===== config.mk =====
export PLATFORM = sky130hd
export DESIGN_NAME = uart_rx_ctrl
export DESIGN_NICKNAME = d
export VERILOG_FILES = /design/src/rtl/uart_pkg.sv /design/src/rtl/uart_bit_sampler.sv /design/src/rtl/uart_rx_ctrl.sv
export SDC_FILE = /design/constraint.sdc
export NUM_CORES = 1
export LEC_CHECK = 0
export CAP_MARGIN = 0
export CORE_UTILIZATION = 52
export CTS_CLUSTER_DIAMETER = 150
export DETAILED_ROUTE_END_ITERATION = 7
export PLACE_DENSITY = 0.78
export SLEW_MARGIN = 15
export SYNTH_ARGS = -nofsm -noshare
export SYNTH_HDL_FRONTEND = slang
export SYNTH_SLANG_ARGS = --single-unit

===== constraint.sdc =====
create_clock -name clk -period 4.4 [get_ports clk]
set_input_delay 0.88 -clock clk [delete_from_list [all_inputs] [get_ports clk]]
set_output_delay 0.88 -clock clk [all_outputs]
set_load 0.02 [all_outputs]

===== src/rtl/uart_pkg.sv =====
// ---------------------------------------------------------------------------
// uart_pkg
// Shared definitions for the UART receive path: default frame geometry,
// receive FSM state encoding and a small 2-of-3 majority helper.
// ---------------------------------------------------------------------------
package uart_pkg;

    localparam int DEFAULT_DATA_BITS  = 8;
    localparam int DEFAULT_OVERSAMPLE = 16;

    typedef enum logic [1:0] {
        IDLE   = 2'd0,
        DATA   = 2'd1,
        PARITY = 2'd2,
        STOP   = 2'd3
    } rx_state_t;

    function automatic logic majority3(input logic a, input logic b, input logic c);
        return (a & b) | (a & c) | (b & c);
    endfunction

endpackage


===== src/rtl/uart_bit_sampler.sv =====
// ---------------------------------------------------------------------------
// uart_bit_sampler
// Oversampling tick counter plus 3-sample majority voter for one bit period.
//
// Ports:
//   clk, rst_n   - clock, synchronous active-low reset
//   run          - counter runs while high; held at 0 while low
//   sample_tick  - oversampling enable
//   rx_in        - synchronised serial line
//   tick_wrap    - pulse on the tick that ends the bit period
//   vote_tick    - pulse on the last of the three vote ticks
//   bit_val      - majority of the three vote samples (valid with vote_tick)
// ---------------------------------------------------------------------------
module uart_bit_sampler
    import uart_pkg::*;
#(
    parameter int OVERSAMPLE = DEFAULT_OVERSAMPLE
) (
    input  logic clk,
    input  logic rst_n,
    input  logic run,
    input  logic sample_tick,
    input  logic rx_in,
    output logic tick_wrap,
    output logic vote_tick,
    output logic bit_val
);

    localparam int CW = $clog2(OVERSAMPLE);
    localparam logic [CW-1:0] LAST_TICK = CW'(OVERSAMPLE - 1);
    localparam logic [CW-1:0] VOTE_0    = CW'(OVERSAMPLE / 2 - 1);
    localparam logic [CW-1:0] VOTE_1    = CW'(OVERSAMPLE / 2);
    localparam logic [CW-1:0] VOTE_2    = CW'(OVERSAMPLE / 2 + 1);

    logic [CW-1:0] tick_cnt;
    logic          samp0;
    logic          samp1;

    // Counter is held at zero whenever the receiver is idle, so the first
    // bit period after a start is aligned to the start_det edge.
    always_ff @(posedge clk) begin
        if (!rst_n || !run) begin
            tick_cnt <= '0;
        end else if (sample_tick) begin
            tick_cnt <= (tick_cnt == LAST_TICK) ? '0 : tick_cnt + 1'b1;
        end
    end

    // The first two vote samples are stored; the third is taken live so the
    // vote result is usable on the same clk as the final vote tick.
    always_ff @(posedge clk) begin
        if (!rst_n) begin
            samp0 <= 1'b0;
            samp1 <= 1'b0;
        end else if (sample_tick) begin
            if (tick_cnt == VOTE_0) samp0 <= rx_in;
            if (tick_cnt == VOTE_1) samp1 <= rx_in;
        end
    end

    assign tick_wrap = run && sample_tick && (tick_cnt == LAST_TICK);
    assign vote_tick = run && sample_tick && (tick_cnt == VOTE_2);
    assign bit_val   = majority3(samp0, samp1, rx_in);

endmodule


===== src/rtl/uart_rx_ctrl.sv =====
// ---------------------------------------------------------------------------
// uart_rx_ctrl
// UART receive controller: collects data (and optional parity) bits after a
// qualified start bit, checks the stop bit, and presents completed words
// through a valid/ready holding register.
//
// Ports:
//   clk, rst_n   - clock, synchronous active-low reset
//   sample_tick  - oversampling enable, OVERSAMPLE pulses per bit
//   rx_in        - synchronised serial line, idle high
//   start_det    - one-clk pulse at the end of a qualified start bit
//   rx_ready     - consumer accepts rx_data
//   rx_data      - received word (LSB first on the line)
//   rx_valid     - rx_data holds an unread word
//   frame_err    - one-clk pulse, stop bit voted 0
//   parity_err   - one-clk pulse, parity mismatch
//   overrun      - one-clk pulse, completed word lost
//   busy         - receiver is not idle
// ---------------------------------------------------------------------------
module uart_rx_ctrl
    import uart_pkg::*;
#(
    parameter int DATA_BITS  = DEFAULT_DATA_BITS,
    parameter int OVERSAMPLE = DEFAULT_OVERSAMPLE,
    parameter bit PARITY_EN  = 1'b0,
    parameter bit PARITY_ODD = 1'b0
) (
    input  logic                 clk,
    input  logic                 rst_n,
    input  logic                 sample_tick,
    input  logic                 rx_in,
    input  logic                 start_det,
    input  logic                 rx_ready,
    output logic [DATA_BITS-1:0] rx_data,
    output logic                 rx_valid,
    output logic                 frame_err,
    output logic                 parity_err,
    output logic                 overrun,
    output logic                 busy
);

    localparam int IW = $clog2(DATA_BITS);
    localparam logic [IW-1:0] LAST_BIT = IW'(DATA_BITS - 1);

    rx_state_t            state;
    logic [IW-1:0]        bit_idx;
    logic [DATA_BITS-1:0] shift_reg;
    logic                 parity_bad;

    logic run;
    logic tick_wrap;
    logic vote_tick;
    logic bit_val;
    logic word_done;

    assign run  = (state != IDLE);
    assign busy = run;

    uart_bit_sampler #(
        .OVERSAMPLE (OVERSAMPLE)
    ) u_sampler (
        .clk         (clk),
        .rst_n       (rst_n),
        .run         (run),
        .sample_tick (sample_tick),
        .rx_in       (rx_in),
        .tick_wrap   (tick_wrap),
        .vote_tick   (vote_tick),
        .bit_val     (bit_val)
    );

    // A word is good only if the stop bit votes 1 and parity (when used)
    // matched; this is evaluated on the stop bit's vote tick.
    assign word_done = (state == STOP) && vote_tick && bit_val && !parity_bad;

    // Receive FSM. The stop bit is judged at its vote tick and the FSM returns
    // to IDLE immediately, leaving the second half of the stop bit free for
    // the next start bit to be qualified.
    always_ff @(posedge clk) begin
        if (!rst_n) begin
            state      <= IDLE;
            bit_idx    <= '0;
            shift_reg  <= '0;
            parity_bad <= 1'b0;
            frame_err  <= 1'b0;
            parity_err <= 1'b0;
        end else begin
            frame_err  <= 1'b0;
            parity_err <= 1'b0;
            case (state)
                IDLE: begin
                    if (start_det) begin
                        state      <= DATA;
                        bit_idx    <= '0;
                        parity_bad <= 1'b0;
                    end
                end
                DATA: begin
                    if (vote_tick) begin
                        shift_reg <= {bit_val, shift_reg[DATA_BITS-1:1]};
                    end
                    if (tick_wrap) begin
                        if (bit_idx == LAST_BIT) begin
                            state <= PARITY_EN ? PARITY : STOP;
                        end else begin
                            bit_idx <= bit_idx + 1'b1;
                        end
                    end
                end
                PARITY: begin
                    if (vote_tick) begin
                        parity_bad <= bit_val != ((^shift_reg) ^ PARITY_ODD);
                    end
                    if (tick_wrap) begin
                        state <= STOP;
                    end
                end
                STOP: begin
                    if (vote_tick) begin
                        frame_err  <= !bit_val;
                        parity_err <= parity_bad;
                        state      <= IDLE;
                    end
                end
                default: state <= IDLE;
            endcase
        end
    end

    // Holding register and handshake. A completing word may replace an
    // unread one only when the consumer takes the old one in the same clk;
    // otherwise the new word is dropped and overrun is flagged.
    always_ff @(posedge clk) begin
        if (!rst_n) begin
            rx_data  <= '0;
            rx_valid <= 1'b0;
            overrun  <= 1'b0;
        end else begin
            overrun <= 1'b0;
            if (word_done) begin
                if (!rx_valid || rx_ready) begin
                    rx_data  <= shift_reg;
                    rx_valid <= 1'b1;
                end else begin
                    overrun <= 1'b1;
                end
            end else if (rx_valid && rx_ready) begin
                rx_valid <= 1'b0;
            end
        end
    end

endmodule


== After elaboration in Yosys (flattened, before gate mapping) ==
Cells that the tools add are included.
Storage, ports and cells
  register bits: 32
  input bits: 6
  word-level logic and storage cells: 84
Cells by class
  add/sub/neg operators: 2
  eq/ne operators: 17
  multiplexer cells: 18
  bitwise operators: 5
  reduce and logical (&&, ||, !) cells: 30
Operators by type and width (number)
  2-bit != test (second input constant): 7
  4-bit equality test (second input constant): 3
  2-bit AND reduction: 6
  2-bit 2-to-1 mux: 5
  3-bit 2-to-1 mux: 3
  2-bit one-hot mux with 4 select lines: 1
  2-bit nonzero test: 4
  8-bit XOR reduction: 1
  1-bit logical AND: 7
  1-bit 2-to-1 mux: 6
  3-bit one-hot mux with 2 select lines: 1
  3-bit AND reduction: 2
  1-bit zero test: 5
  5-bit AND reduction: 1
  4-bit by 1-bit adder with 4-bit output (second input constant): 1
  2-bit equality test (second input constant): 2
  4-bit by 3-bit equality test with 1-bit output (second input constant): 1
  4-bit 2-to-1 mux: 1
  4-bit AND reduction: 1
  3-bit by 1-bit adder with 3-bit output (second input constant): 1
  1-bit AND: 3
  3-bit equality test (second input constant): 1
  2-bit by 1-bit equality test with 1-bit output (second input constant): 1
  2-bit zero test: 1
  other kinds (5): 7

== Depth between registers and ports, before layout ==
  depth in word-level cells: 8
  gate-level depth with buffers: 8
  mapped depth without buffers: 7

== Modules after synthesis ==
Synthesis repeated with hierarchy kept, for this count alone.
Second synthesis, totals
  cells, all modules: 161
  area total of the unflattened synthesis: 1552.7 um^2
By module, submodules not included
  uart_rx_ctrl: times used 1, cells an instance 124, area an instance 1222.4 um^2, seq. area each 520.5 um^2
  uart_bit_sampler: times used 1, cells an instance 37, area an instance 330.3 um^2, seq. area each 120.1 um^2

== Least setup slack after synthesis ==
OpenSTA, ideal clock, no wires.
  path kind: input-to-reg
  start point: in rx_in
  end point: reg parity_bad
  arrival: 1.809 ns
  required time: 4.285 ns
  slack: 2.476 ns
  stages: 4
  path buffers: 0
  cell sequence: maj3_1 -> xnor3_1 -> mux2i_1 -> and2_1
Between the ends
  longest elaborated chain between the ends: 6
Ends and longest elaborated chain
  start: declaration: line uart_rx_ctrl.sv:31  | input logic rx_in,
  1-bit AND: line uart_pkg.sv:19  | return (a & b) | (a & c) | (b & c);
  1-bit OR: line uart_pkg.sv:19
  1-bit OR *: line uart_pkg.sv:19
  1-bit != test *: line uart_rx_ctrl.sv:112  | parity_bad <= bit_val != ((^shift_reg) ^ PARITY_ODD);
  1-bit 2-to-1 mux *: line uart_rx_ctrl.sv:111  | if (vote_tick) begin
  1-bit one-hot mux with 2 select lines *: line uart_rx_ctrl.sv:90  | case (state)
  end signal: assignment: line uart_rx_ctrl.sv:112
  end: declaration: line uart_rx_ctrl.sv:48  | logic parity_bad;
Every way passes the cells marked *; elsewhere a longest branch is shown, timed or not. The select of a mux whose other input is x is not followed.
A chain may end at the register's enable or synchronous reset.

== Worst setup path after layout ==
  start point: reg state[0]
  end point: out busy
Between the ends
  longest elaborated chain between the ends: 1
Ends and longest elaborated chain
  start: declaration: line uart_rx_ctrl.sv:45  | rx_state_t state;
  start signal: assignment: line uart_rx_ctrl.sv:104  | state <= PARITY_EN ? PARITY : STOP;
  2-bit nonzero test: line uart_rx_ctrl.sv:56  | assign run = (state != IDLE);
  end: declaration: line uart_rx_ctrl.sv:39  | output logic busy
No other way between the ends.

==> impl_metrics.ini <==
[timing]
hold_violations = 0
setup_viol = 0
fin_ws_ns = 1.72
tightest_slew_ns = 0.811
skew_ns = 0.0107
finalSetupTns_ns = 0
finalCriticalPeriod_ns = 2.68
slew_headroom = 0.458
rsz0062_at_grt = false
post-route-period-util = 0.609
fmax_mhz = 373
slew_viol_final = 0

[setup_path]
worst-path-buf-inv = 3
arrival_ns = 1.80
critical_path.most_common_cell = inv_1
worstPathCellList = inv_1 -> ha_1 -> inv_1 -> clkdlybuf4s50_1
slowest_stage = clkdlybuf4s50_1
cp.required_ns = 3.52
critPathKind = register to output port
crit_path_start_kind = register
crit_family = buffers and inverters
end_kind = output port
path_max_fanout = 5
max_stage_delay_ns = 0.61

[final_layout]
final_nets = 197
syn_to_final_growth_pct = 17.7
n_fill_cell = 249
drive_above_1_share = 0.0989
multi_input_area_um2 = 893
antenna_cells = 0
regArea_um2 = 641

[clock_network]
cts_buffer_depth = 2
cts.sinks = 32
cts_tree = built
cts-root-buf = clkbuf_4
clk_latency_ns = 0.33
cts_buffers = 5
cts_setup_buffers = 0
ctsHoldBuffers = 0
cts_resized = 0
clk_pin_slew_ns = 0.10
htree_levels = 2

[status]
violations = design-rule violations
outcome = finished, violations left

[global_route]
gr-usage-all-layers = 0.191
grt_pass1_wl_mm = 4.77
grt-ovfl-total = 0
antenna_found_initial = 0
grt_max_degree = 30
grt_pass1_vias = 1117

[synthesis]
synth_top_family_by_area = simple AND/OR/NAND/NOR gates
synth-compound-area-share = 0.0379
synthAdderAreaFrac = 0.0852
synth_top_flop_cell = dfxtp_1
synthMuxAreaShare = 0.159
yosysMostFrequentCell = dfxtp_1
synth_edf_count = 0
syn-num-nets = 176
synth_top_area_share = 0.404
yosys.area_share.simple = 0.228
async_reset_ff_frac = 0
ys_warn_count = 0
ys_top_cells_by_area = dfxtp_1 (40%), mux2i_1 (15%), nor2b_1 (8.3%)
synth_top_cell_by_area = dfxtp_1
synth_cell_type_count = 32
synth_common_cells = dfxtp_1 (32), mux2i_1 (23), nor2b_1 (21), nand2_1 (13), ha_1 (10)
netlist_area_mm2 = 0.00159
ys_seq_area_frac = 0.404
syn_avg_cell_area_um2 = 9.92
synth_xor_area_frac = 0.0528
postSynthCellCount = 160
ys_seq_elements = 32

[power_and_ir_drop]
peakVddDrop_uv = 251
p_sw_frac = 0.300
power_frac_seq = 0.450
power.internal_mw = 0.493
net-switching-power_mw = 0.212
powerDensity_mw_per_mm2 = 377
comb_power_share = 0.234
pwr-share-clk = 0.316
p_leak_nw = 0.754

[detailed_routing]
wl_per_cell_um = 12.8
drcViolationCount = 4
firstDrtPassIters = 6
viasPerCell = 5.28
wirelength_mm = 2.73
ant_nets = 0
vias = 1125
initialDrtViolationCount = 38

[min_path]
hold_class = register to register

[floorplanning]
fp.dieH_um = 57.2
core.rowCount = 19
die-width_um = 57.2
core-area_mm2 = 0.00283
start_util = 0.561
num_io_pins = 19
die_area_mm2 = 0.00328

[run]
maxCapViolCount = 0

[placed_design]
routabilityCongestion = 0.737
io_buffers = 18
hpwl_mm = 1.93
pre_cts_ws_ns = 1.75
[placed cells by master, fill, tap and decap left out, drive strengths merged, types with 2 or more instances in the layout]
cell,synthesis,layout
dfxtp,32,32
mux2i,23,23
nor2b,21,21
clkdlybuf4s50,0,18
nand2,14,14
ha,10,10
inv,7,7
nor2,7,7
nand3,7,7
xnor2,6,6
clkbuf,4,5
a21oi,5,5
o21ai,3,3
and2,3,3
mux2,2,2
nand2b,2,2
and2b,2,2
[stage by stage]
step,power (mW),util,hold slack (ns),cells,cell area [um2]
floorplan,0.443,-,0.437,160,1590
global placement,0.481,0.632,0.460,205,1790
detailed placement,0.488,0.632,0.466,205,1790
CTS,0.712,0.660,0.491,213,1870
global route,0.749,0.660,0.508,213,1870
finish,0.705,0.660,0.484,213,1870
[cell families (layout without fill, tap and decap cells)]
family,Yosys count,count (layout)
buf+inv,12,34
flops,32,32
fa+ha+maj,11,11
xor+xnor,8,8
mux,25,25
compound gates,10,10
simple gates,62,62
[metal layers]
metal / up-vias / share of wire / global-route usage
met4: 0 / 0.011 / 0.0732
met5: - / 0 / 0
met3: 4 / 0.036 / 0.0635
met1: 522 / 0.48 / 0.235
met2: 20 / 0.47 / 0.311
li1: 579 / - / -
[layout make-up]
class | count | area share
multi-input combinational | 116 | 0.479
sequential | 32 | 0.343
timing repair buffer | 19 | 0.101
clock inverter | 3 | 0.0228
tap | 31 | 0.0208
clock buffer | 5 | 0.0201
inverter | 7 | 0.0141
[worst min-delay path, cell delays in order, from the launching register on]
cell and delay (ns):
dfxtp_1 0.32, nand2_1 0.05, a21boi_0 0.07
[worst paths after layout]
path	start	endpoint	slack [ns]	depth (start not counted)
min	u_sampler.samp0$_SDFFE_PN0P_	u_sampler.samp0$_SDFFE_PN0P_	0.48	2
min reg2reg	u_sampler.samp0$_SDFFE_PN0P_	u_sampler.samp0$_SDFFE_PN0P_	0.48	2
max reg2reg	state[0]$_SDFFE_PN0P_	rx_data[2]$_SDFFE_PN0P_	2.43	8
max	state[0]$_SDFFE_PN0P_	busy	1.72	4
[power by group through the flow]
stage	Clock, mW	Combinational, mW	Sequential, mW
2_1_floorplan	0	0.124	0.320
3_3_place_gp	0	0.160	0.322
3_5_place_dp	0	0.164	0.324
4_1_cts	0.229	0.166	0.317
5_1_grt	0.245	0.185	0.320
6_report	0.223	0.165	0.317
Note: power is estimated with default switching activity, not from simulation.
